### src/rtl/mode_state_machine.sv
`default_nettype none
// ============================================================================
// Module   : mode_state_machine
// Purpose  : Central mode register for the exhaust hood. Arbitrates the
//            one-cycle toggle requests from the per-mode controllers, owns
//            current_mode and runs the timed phases (hurricane run,
//            hurricane standby-return, self-clean).
// Revision : 1.0  initial release
// ============================================================================
module mode_state_machine #(
  parameter int MODE_WIDTH     = 3,
  parameter int TICKS_PER_SEC  = 100000000,
  parameter int HURRICANE_SECS = 60,
  parameter int RETURN_SECS    = 60,
  parameter int CLEAN_SECS     = 180,
  parameter logic [MODE_WIDTH-1:0] OFF_MODE       = 3'd0,
  parameter logic [MODE_WIDTH-1:0] STANDBY_MODE   = 3'd1,
  parameter logic [MODE_WIDTH-1:0] LEVEL1_MODE    = 3'd2,
  parameter logic [MODE_WIDTH-1:0] LEVEL2_MODE    = 3'd3,
  parameter logic [MODE_WIDTH-1:0] HURRICANE_MODE = 3'd4,
  parameter logic [MODE_WIDTH-1:0] CLEAN_MODE     = 3'd5
) (
  input  logic                  clk,
  input  logic                  rst,
  input  logic                  power_on_toggle,
  input  logic                  off_mode_toggle,
  input  logic                  standby_toggle,
  input  logic                  level1_toggle,
  input  logic                  level2_toggle,
  input  logic                  level3_toggle,
  input  logic                  clean_toggle,
  output logic [MODE_WIDTH-1:0] current_mode,
  output logic [7:0]            remaining_secs,
  output logic                  hurricane_used,
  output logic                  returning,
  output logic                  clean_done
);

  // A one-tick-per-cycle configuration still needs a 1-bit counter.
  localparam int PRESC_W = (TICKS_PER_SEC > 1) ? $clog2(TICKS_PER_SEC) : 1;
  localparam logic [PRESC_W-1:0] PRESC_LAST     = PRESC_W'(TICKS_PER_SEC - 1);
  localparam logic [7:0]         HURRICANE_LOAD = 8'(HURRICANE_SECS);
  localparam logic [7:0]         RETURN_LOAD    = 8'(RETURN_SECS);
  localparam logic [7:0]         CLEAN_LOAD     = 8'(CLEAN_SECS);

  typedef enum logic [MODE_WIDTH-1:0] {
    ST_OFF       = OFF_MODE,
    ST_STANDBY   = STANDBY_MODE,
    ST_LEVEL1    = LEVEL1_MODE,
    ST_LEVEL2    = LEVEL2_MODE,
    ST_HURRICANE = HURRICANE_MODE,
    ST_CLEAN     = CLEAN_MODE
  } mode_t;

  mode_t              state, state_d;
  logic [7:0]         secs, secs_d;
  logic [PRESC_W-1:0] presc, presc_d;
  logic               used, used_d;
  logic               ret, ret_d;
  logic               done, done_d;
  logic               timed;
  logic               tick;

  assign current_mode   = state;
  assign remaining_secs = secs;
  assign hurricane_used = used;
  assign returning      = ret;
  assign clean_done     = done;

  // State and timer registers; reset returns every output to its idle value.
  always_ff @(posedge clk) begin
    if (rst) begin
      state <= ST_OFF;
      secs  <= 8'd0;
      presc <= '0;
      used  <= 1'b0;
      ret   <= 1'b0;
      done  <= 1'b0;
    end else begin
      state <= state_d;
      secs  <= secs_d;
      presc <= presc_d;
      used  <= used_d;
      ret   <= ret_d;
      done  <= done_d;
    end
  end

  // Next-state arbitration: in each state only the legal toggles are
  // examined, in priority order, so an illegal higher-priority toggle never
  // masks a legal lower-priority one and never disturbs the timers.
  always_comb begin
    state_d = state;
    secs_d  = secs;
    used_d  = used;
    ret_d   = ret;
    done_d  = 1'b0;
    timed   = (state == ST_HURRICANE) || (state == ST_CLEAN);
    tick    = timed && (presc == PRESC_LAST);

    // Free-running second prescaler while a timed phase is active.
    if (!timed)    presc_d = '0;
    else if (tick) presc_d = '0;
    else           presc_d = presc + PRESC_W'(1);

    case (state)
      ST_OFF: begin
        if (power_on_toggle) state_d = ST_STANDBY;
      end

      ST_STANDBY: begin
        if (off_mode_toggle) begin
          state_d = ST_OFF;
        end else if (level3_toggle && !used) begin
          state_d = ST_HURRICANE;
          secs_d  = HURRICANE_LOAD;
          presc_d = '0;
          used_d  = 1'b1;
          ret_d   = 1'b0;
        end else if (level2_toggle) begin
          state_d = ST_LEVEL2;
        end else if (level1_toggle) begin
          state_d = ST_LEVEL1;
        end else if (clean_toggle) begin
          state_d = ST_CLEAN;
          secs_d  = CLEAN_LOAD;
          presc_d = '0;
        end
      end

      ST_LEVEL1: begin
        if (off_mode_toggle)     state_d = ST_OFF;
        else if (standby_toggle) state_d = ST_STANDBY;
        else if (level2_toggle)  state_d = ST_LEVEL2;
      end

      ST_LEVEL2: begin
        if (off_mode_toggle)     state_d = ST_OFF;
        else if (standby_toggle) state_d = ST_STANDBY;
        else if (level1_toggle)  state_d = ST_LEVEL1;
      end

      ST_HURRICANE: begin
        if (off_mode_toggle) begin
          state_d = ST_OFF;
        end else if (standby_toggle && !ret) begin
          // Start the standby-return countdown; mode stays HURRICANE.
          ret_d   = 1'b1;
          secs_d  = RETURN_LOAD;
          presc_d = '0;
        end else if (tick) begin
          if (secs == 8'd1) begin
            state_d = ret ? ST_STANDBY : ST_LEVEL2;
            secs_d  = 8'd0;
            ret_d   = 1'b0;
          end else if (secs != 8'd0) begin
            secs_d = secs - 8'd1;
          end
        end
      end

      ST_CLEAN: begin
        if (off_mode_toggle) begin
          state_d = ST_OFF;
        end else if (tick) begin
          if (secs == 8'd1) begin
            state_d = ST_STANDBY;
            secs_d  = 8'd0;
            done_d  = 1'b1;
          end else if (secs != 8'd0) begin
            secs_d = secs - 8'd1;
          end
        end
      end

      default: begin
        state_d = ST_OFF;
      end
    endcase

    // Untimed destinations carry no countdown state.
    if ((state_d != ST_HURRICANE) && (state_d != ST_CLEAN)) begin
      secs_d  = 8'd0;
      ret_d   = 1'b0;
      presc_d = '0;
    end

    // hurricane_used is cleared only by reaching OFF.
    if (state_d == ST_OFF) used_d = 1'b0;
  end

endmodule
`default_nettype wire

### config.mk
export PLATFORM = sky130hd
export DESIGN_NAME = mode_state_machine
export DESIGN_NICKNAME = d
export VERILOG_FILES = /design/src/rtl/mode_state_machine.sv
export SDC_FILE = /design/constraint.sdc
export NUM_CORES = 1
export LEC_CHECK = 0
export BUFFER_PORTS_ARGS = -buffer_cell sky130_fd_sc_hd__buf_2
export CORE_MARGIN = 3
export CORE_UTILIZATION = 53
export CTS_BUF_LIST = sky130_fd_sc_hd__clkbuf_16
export DETAILED_ROUTE_END_ITERATION = 8
export PLACE_DENSITY_LB_ADDON = 0.15
export SLEW_MARGIN = 20
export SYNTH_ARGS = -nofsm -noshare
export SYNTH_HDL_FRONTEND = slang
export SYNTH_SLANG_ARGS = --single-unit
export TNS_END_PERCENT = 10
### constraint.sdc
create_clock -name clk -period 2.1 [get_ports clk]
set_input_delay 0.315 -clock clk [delete_from_list [all_inputs] [get_ports clk]]
set_output_delay 0.315 -clock clk [all_outputs]
set_load 0.01 [all_outputs]
=== Word level (Yosys, flattened, before mapping) ===
Index checks and enable logic that the tools add are counted.

* Register bits: 41
* Bits of input ports: 9
* Logic and storage cells: 98

* Reductions and logical operators: 18
* Bitwise operators: 3
* Add/sub/neg operators: 2
* Mux-type cells: 51
* Equal/unequal tests: 18

{| class="wikitable"
|+ Operators with widths
! kind !! count
|-
| $mux W27 || 9
|-
| $mux W8 || 11
|-
| $mux W3 || 19
|-
| $pmux W27 S2 || 1
|-
| $add A27 B1 Y27 const B || 1
|-
| $eq A27 B27 Y1 const B || 1
|-
| $pmux W8 S3 || 1
|-
| $pmux W3 S6 || 1
|-
| $ne A3 B3 Y1 const B || 5
|-
| $eq A8 B1 Y1 const B || 1
|-
| $ne A2 B2 Y1 const B || 4
|-
| $reduce_bool A8 Y1 || 1
|-
| $sub A8 B1 Y8 const B || 1
|-
| $mux W1 || 7
|-
| $reduce_and A7 Y1 || 1
|-
| $eq A3 B2 Y1 const B || 2
|-
| $eq A3 B3 Y1 const B || 2
|-
| $logic_not A3 Y1 || 2
|-
| $reduce_and A6 Y1 || 1
|-
| $logic_and A1 B1 Y1 || 4
|-
| $reduce_or A2 Y1 || 2
|-
| $reduce_or A4 Y1 || 1
|-
| $eq A3 B1 Y1 const B || 1
|-
| $ne A3 B1 Y1 const B || 1
|-
| 9 further kinds || 12
|}

=== Logic depth before layout (Yosys ltp) ===
Gate-level depths: netlist of the first run.

* Word-level depth: 11
* Gate-level depth with buffers: 9
* Depth with buffers taken out: 7

=== Least setup slack after synthesis of the first run ===
OpenSTA, ideal clock, no wires.

* Path type: register to register
* Start: register presc[0]
* End: register secs[5] (netlist: remaining_secs[5])
* Arrival time: 2057 ps
* Slack: -32 ps
* Stages on the path, launching flop included: 8
* Period minus slack after synthesis: 2132 ps
* Cell sequence: dfxtp_1 ha_1 nand3_4 nor4_4 nand4_2 or2_4 or4_1 a31oi_1

* Cells in the longest elaborated chain, start to end: 9

{| class="wikitable"
|+ RTL lines
! element !! RTL line !! RTL
|-
| start, declared || 57 || <nowiki>logic [PRESC_W-1:0] presc, presc_d;</nowiki>
|-
| start signal, assigned || 82 || <nowiki>presc <= presc_d;</nowiki>
|-
| $eq A27 B27 Y1 (*) || 99 || <nowiki>tick = timed && (presc == PRESC_LAST);</nowiki>
|-
| $logic_and A1 B1 Y1 (*) || 99 ||
|-
| $mux W3 || 151 || <nowiki>end else if (tick) begin</nowiki>
|-
| $mux W3 || 146 || <nowiki>end else if (standby_toggle && !ret) begin</nowiki>
|-
| $mux W3 || 144 || <nowiki>if (off_mode_toggle) begin</nowiki>
|-
| $pmux W3 S6 || 106 || <nowiki>case (state)</nowiki>
|-
| $ne A3 B3 Y1 || 182 || <nowiki>if ((state_d != ST_HURRICANE) && (state_d != ST_CLEAN)) begin</nowiki>
|-
| $logic_and A1 B1 Y1 || 182 ||
|-
| $reduce_or A2 Y1 (no line) || n/a ||
|-
| end signal, assigned || 81 || <nowiki>secs <= secs_d;</nowiki>
|-
| end, declared || 56 || <nowiki>logic [7:0] secs, secs_d;</nowiki>
|}

Mark *: on every way between the ends. The rest lies on a longest branch, timed or not. The select of a mux whose other input is x is not followed.
A chain may end at the register's enable or synchronous reset.

=== Worst setup path after layout of the first run ===
* Start: register presc[4]
* End: register secs[5] (netlist: remaining_secs[5])

Same word-level chain as after synthesis.

==> metrics.md, run 1 <==
| Metric | Value |
|---|---|
| CP Class | register to register |
| Root Driver | clkbuf_16 |
| Pins Over Slew Limit | 0 |
| N_diodes | 0 |
| Main synth FF type | dfxtp_1 |
| Critical path destination | remaining_secs[5] |
| Minimum clock period | 2060 ps |
| Sequential area share after synthesis | 0.364 |
| Hold Crit Class | primary input to register |
| IO buf count | 22 |
| FF+latch area | 821 µm² |
| Maximum VDD drop | 0.000344 V |
| Crit path max fanout | 6 |
| Cell Pwr Density | 626 nW/µm² |
| Internal | 1380 µW |
| Clock sink count | 41 |
| Worst slew pin tran | 621 ps |
| Die area | 5070 µm² |
| Worst-path clk slew | 60 ps |
| Vias in the first global route | 1,965 |
| # fillers | 343 |
| Cell Area, Synth | 2250 µm² |
| Most common cell type on the critical path | nand4_2 |
| Avg Vias per Cell | 5.75 |
| Final Hold Viols | 0 |
| Die height | 71.2 µm |
| # IOs | 23 |
| Worst EP required | 2310 ps |
| Nets | 337 |
| CP Depth | 6 |
| Largest net degree at the start of global routing | 28 |
| WHS Path Cells | 2 |
| Worst Skew | 6.33 ps |
| Net switching power | 361 µW |
| Setup ws final | 43.7 ps |
| Worst slack, placed | 41.6 ps |
| Multi-input gate area | 1370 µm² |
| Share of layout cells above drive strength 1 | 0.209 |
| Post-route ant nets | 0 |
| Synthesized Nets | 294 |
| Reg2reg path depth | 6 |
| RSZ-0062 raised after global routing | true |
| DRC Markers | 0 |
| CP top delay family | simple AND/OR/NAND/NOR gates |
| Crit Reg-Reg Endpoint | remaining_secs[5] |
| Synth cell types | 48 |
| Slew margin rel. | 0.582 |
| CP Capture Type | register |
| H-tree depth | 2 |
| Worst-path cell chain | nand4_2, nor4_4, nand4_2, or2_4, or4_1, a31oi_1 |
| Drt first pass iters | 6 |
| First-pass GRT wire length | 9130 µm |
| Leak pwr | 0.00100 µW |
| CP peak stage delay | 470 ps |
| RD Place Congestion | 0.891 |
| Via count | 2,155 |
| Ys Warns | 0 |
| CP Launch Type | register |
| Row count | 23 |
| Syn Area/Cell | 7.99 µm² |
| Post-Synthesis Cells | 282 |
| FF+latch count, synth | 41 |
| Crit share post-route | 0.979 |
| Final setup fails | 0 |
| P&R area growth vs syn | 23.2% |
| Clk pwr share | 0.489 |
| Chip Width | 71.2 µm |
| Status | complete, no violations |
| CTS tree | yes |
| CP arrival | 2260 ps |
| GRT overflow | 0 |
| Worst skew pair latency | 280 ps |
| Fmax | 486 MHz |
| Critical R2R Launch | presc[4] |
| CP Buf/Inv Count | 0 |
| Final Hold Slack | 236 ps |
| Reg power frac | 0.453 |
| Initial antenna violation count | 0 |
| Gr usage total | 0.223 |
| Post-detailed-placement half-perimeter wirelength | 3840 µm |
| EDFF count, synth | 0 |
| Max-cap violations | 0 |
| Core footprint | 4060 µm² |
| Gate power share | 0.059 |
| Flop2flop setup slack | 40 ps |
| Initial Utilization | 0.555 |
| Worst setup path startpoint | presc[4] |
| Sw Ratio | 0.208 |
| Post-CTS setup buffers | 0 |
| Worst path slowest cell | or4_1 |
| Avg WL per Cell | 14.1 µm |
| FFs w/ async S/R, synth | 0 |
| Routed wire length | 5300 µm |
| Clock buffer count from CTS | 5 |
| Clock Path Buffers | 2 |
| Initial DRC Count | 177 |
[through the flow]
step / util / std cells / total power (µW) / TNS (ps) / instance area, µm²
floorplan: - / 282 / 863 / 0 / 2260
global placement: 0.636 / 368 / 903 / 0 / 2580
detailed placement: 0.636 / 368 / 903 / 0 / 2580
CTS: 0.676 / 375 / 1750 / 0 / 2740
global route: 0.684 / 375 / 1810 / -143 / 2780
finish: 0.684 / 375 / 1740 / 0 / 2780
[Yosys cell counts, types with 5 or more instances]
cell type   n  share of area
xor2_1      6          0.023
a31oi_1     5          0.014
clkbuf_1    8          0.013
nand2b_1    5          0.014
o21ai_0     6          0.013
nor2b_1     6          0.017
nor2_1     55          0.092
nor4_1      5          0.014
nand3_1     8          0.018
nor3_1     18          0.040
nand2_1    13          0.022
nand4_1     5          0.014
o211ai_1    6          0.020
xnor2_1    20          0.078
inv_1      16          0.027
a21oi_1    11          0.024
dfxtp_1    41           0.36
[sequential cells by signal, summed over array words and instances (netlist names)]
register / count
presc: 27
remaining_secs: 8
returning: 1
hurricane_used: 1
current_mode: 3
clean_done: 1
[metal layers]
| layer | vias up | GRT usage | share of wire |
|---|---|---|---|
| met1 | 1006 | 0.318 | 0.48 |
| met5 | - | 0 | 0 |
| met2 | 63 | 0.329 | 0.45 |
| met3 | 8 | 0.0653 | 0.053 |
| met4 | 0 | 0.0585 | 0.014 |
| li1 | 1078 | - | - |
[cell families after synthesis]
group / count (synthesis) / share of synthesized area
fa+ha+maj: 3 / 0.0167
xor+xnor: 26 / 0.101
mux: 1 / 0.00500
flops: 41 / 0.364
compound gates: 41 / 0.121
simple gates: 144 / 0.348
buf+inv: 26 / 0.0439
[worst reg2reg max path, delay by kind of cell (launching register included)]
kind	cells	cell delay, ps
AOI/OAI and AO/OA	1	160
DFF	1	380
and+or+nand+nor	5	1450
[layout by cell type, fill, tap and decap left out, drive strengths merged, types with 3 or more instances in the layout]
cell type,instances
a21oi,11
a31oi,5
and3,4
buf,46
clkbuf,5
dfxtp,41
ha,3
inv,16
nand2,13
nand2b,5
nand3,9
nand3b,4
nand4,8
nor2,55
nor2b,6
nor3,18
nor4,7
o211ai,6
o21ai,7
xnor2,20
xor2,6
[power groups by stage]
stage	clock, µW	sequential, µW	combinational, µW
2_1_floorplan	0	803	60.1
3_3_place_gp	0	804	99.5
3_5_place_dp	0	804	99.6
4_1_cts	863	786	100
5_1_grt	907	787	112
6_report	849	787	102
[what timing repair did]
action,in CTS,in global routing
hold buffers,0,0
endpoints found under the setup margin,0,6
gates resized for setup,0,6
[area by class of cell]
| class | instances | share of cell area |
|---|---|---|
| Inverter | 16 | 0.0216 |
| Sequential cell | 41 | 0.296 |
| Timing Repair Buffer | 46 | 0.109 |
| Tap cell | 50 | 0.0225 |
| Clock buffer | 5 | 0.0451 |
| Clock inverter | 2 | 0.0126 |
| Multi-Input combinational cell | 215 | 0.493 |
[worst min path at each step]
stage | to | startpoint
finish | current_mode[0] | rst
detailed placement | remaining_secs[4] | remaining_secs[4]
floorplan | hurricane_used | rst
global route | current_mode[1] | rst
CTS | current_mode[1] | rst
global placement | presc[15] | presc[15]
Power figures use the tool's default switching activity.
==> run 2: changes to the inputs <==
--- a/config.mk
+++ b/config.mk
@@ -8,7 +8,7 @@
 export BUFFER_PORTS_ARGS = -buffer_cell sky130_fd_sc_hd__buf_2
 export CORE_MARGIN = 3
 export CORE_UTILIZATION = 53
-export CTS_BUF_LIST = sky130_fd_sc_hd__clkbuf_16
+export CTS_BUF_LIST = sky130_fd_sc_hd__clkbuf_8 sky130_fd_sc_hd__clkbuf_16
 export DETAILED_ROUTE_END_ITERATION = 8
 export PLACE_DENSITY_LB_ADDON = 0.15
 export SLEW_MARGIN = 20
==> run 2 against run 1 <==
Combinational power hardly changed. Final cell count stayed put. Register-to-register slack worse by 20 ps. Clock-buffer cell count stayed put. Maximum frequency is 1.1% lower. Critical path type unchanged.
==> metrics.md, run 2 (synthesis gave the netlist of run 1 again) <==
| Metric | Value |
|---|---|
| Number of flip-flops in the largest register | 27 (unchanged) |
| P&R area growth vs syn | 20.7% (was 23.2%) |
| Max-cap violations | 0 (unchanged) |
| Most frequent cells in the layout | nor2_1, dfxtp_1, buf_4 (unchanged) |
| Pins Over Slew Limit | 0 (unchanged) |
| Initial DRC Count | 200 (was 177) |
| Crit path max fanout | 6 (unchanged) |
| Met1 Usage GRT | 0.318 (about the same) |
| Slew margin rel. | 0.564 (was 0.582) |
| DRC Markers | 0 (unchanged) |
| GRT overflow | 0 (unchanged) |
| Clock Path Buffers | 2 (unchanged) |
| # IOs | 23 (unchanged) |
| Via count | 2,128 (was 2,155) |
| Maximum VDD drop | 0.000373 V (was 0.000344 V) |
| # fillers | 351 (was 343) |
| RSZ-0062 raised after global routing | true (unchanged) |
| First-pass GRT wire length | 9130 µm (unchanged) |
| CP Capture Type | register (unchanged) |
| Post-route ant nets | 0 (unchanged) |
| Worst skew pair latency | 300 ps (was 280 ps) |
| Chip Width | 71.2 µm (unchanged) |
| Post-detailed-placement half-perimeter wirelength | 3840 µm (unchanged) |
| Most common cell after layout, fill and taps aside | nor2_1 (unchanged) |
| CP Launch Type | register (unchanged) |
| CP arrival | 2300 ps (was 2260 ps) |
| Clock buffer count from CTS | 5 (unchanged) |
| Routed wire length | 5270 µm (was 5300 µm) |
| Fmax | 481 MHz (was 486 MHz) |
| Avg Vias per Cell | 5.67 (was 5.75) |
| Final setup fails | 0 (unchanged) |
| N_diodes | 0 (unchanged) |
| Hold Crit Class | primary input to register (unchanged) |
| Avg WL per Cell | 14.0 µm (was 14.1 µm) |
| Worst slew pin tran | 647 ps (was 621 ps) |
| Final Hold Slack | 221 ps (was 236 ps) |
| Drt first pass iters | 4 (was 6) |
| Row count | 23 (unchanged) |
| Final Hold Viols | 0 (unchanged) |
| Worst EP required | 2320 ps (was 2310 ps) |
| Root Driver | clkbuf_8 (was clkbuf_16) |
| Final setup TNS | 0 ps (unchanged) |
| Largest net degree at the start of global routing | 28 (unchanged) |
| Die height | 71.2 µm (unchanged) |
| IO buf count | 22 (unchanged) |
| Initial antenna violation count | 0 (unchanged) |
| Grt met3 use | 0.0455 (was 0.0653) |
| CTS tree | yes (unchanged) |
| Share of layout cells above drive strength 1 | 0.212 (was 0.209) |
| Minimum clock period | 2080 ps (was 2060 ps) |
| Biggest register | presc (unchanged) |
| GRT Max-Usage Layer | met2 (unchanged) |
| CP Class | register to register (unchanged) |
| Cell Pwr Density | 553 nW/µm² (was 626 nW/µm²) |
| Worst-path clk slew | 80 ps (was 60 ps) |
| H-tree depth | 2 (unchanged) |
| Initial Utilization | 0.555 (unchanged) |
| Gr usage total | 0.223 (about the same) |
| Cts hold-fix bufs | 0 (unchanged) |
| Worst slack, placed | 41.6 ps (unchanged) |
| Met2 GRT Util | 0.326 (was 0.329) |
| Status | complete, no violations (unchanged) |
| Vias in the first global route | 1,962 (was 1,965) |
| Nets | 337 (unchanged) |
| Clock sink count | 41 (unchanged) |
| Core footprint | 4060 µm² (unchanged) |
| RD Place Congestion | 0.891 (unchanged) |
| Setup ws final | 19.9 ps (was 43.7 ps) |
| Crit share post-route | 0.991 (was 0.979) |
| Leak pwr | 0.000975 µW (was 0.00100 µW) |
| Worst Skew | 7.51 ps (was 6.33 ps) |
| Die area | 5070 µm² (unchanged) |
==> run 2: cell count changes in the layout (fill, tap and decap cells not counted) <==
cell / change
dfxtp_1: -1
clkbuf_8: +5
clkbuf_16: -5
dfxtp_2: +1
==> run 2: worst paths after layout <==
check	from	endpoint	slack [ps]	cells past startpoint
hold / removal	rst	current_mode[0]	220	2
setup / recovery	presc[4]	remaining_secs[5]	20	6
hold reg to reg	presc[15]	presc[15]	530	2
setup reg to reg	presc[4]	remaining_secs[5]	20	6
==> run 2: repair_timing <==
action                     in CTS  in global routing
setup endpoints to repair       0                  6
setup buffers                   0                  0
gates resized for setup         0                  7
==> run 2: worst max-delay path: stages (launching register included) <==
cell and delay (ps):
dfxtp_1 390, nand4_2 180, nor4_4 360, nand4_2 150
or2_4 300, or4_1 470, a31oi_1 160
==> run 2: per-layer routing <==
layer | routed length, µm | up-vias | part of all wire
met5 | 0 | - | 0
li1 | - | 1075 | -
met4 | 77 | 0 | 0.015
met3 | 323 | 8 | 0.061
met2 | 2300 | 69 | 0.44
met1 | 2560 | 976 | 0.49
==> run 2: cell type report <==
class                   count  area, µm²  area share
clock inverters             2       35.0      0.0129
multi-input cells         215       1370       0.503
flip-flops and latches     41        822       0.302
inverters                  16       60.1      0.0221
clock buffers               5       68.8      0.0253
well taps                  50       62.6      0.0230
repair buffers             46        303       0.111
==> run 2: power breakdown <==
part	switching, µW	leakage (µW)	internal (µW)
clock network	271	0.0000540	346
logic	58.1	0.000590	44.2
registers	5.51	0.000331	780
==> run 2: metrics by stage <==
| stage | util | power (µW) | cell area (µm²) | cells |
|---|---|---|---|---|
| floorplan | - | 863 | 2260 | 282 |
| global placement | 0.636 | 903 | 2580 | 368 |
| detailed placement | 0.636 | 903 | 2580 | 368 |
| CTS | 0.662 | 1520 | 2690 | 375 |
| global route | 0.670 | 1560 | 2720 | 375 |
| finish | 0.670 | 1500 | 2720 | 375 |
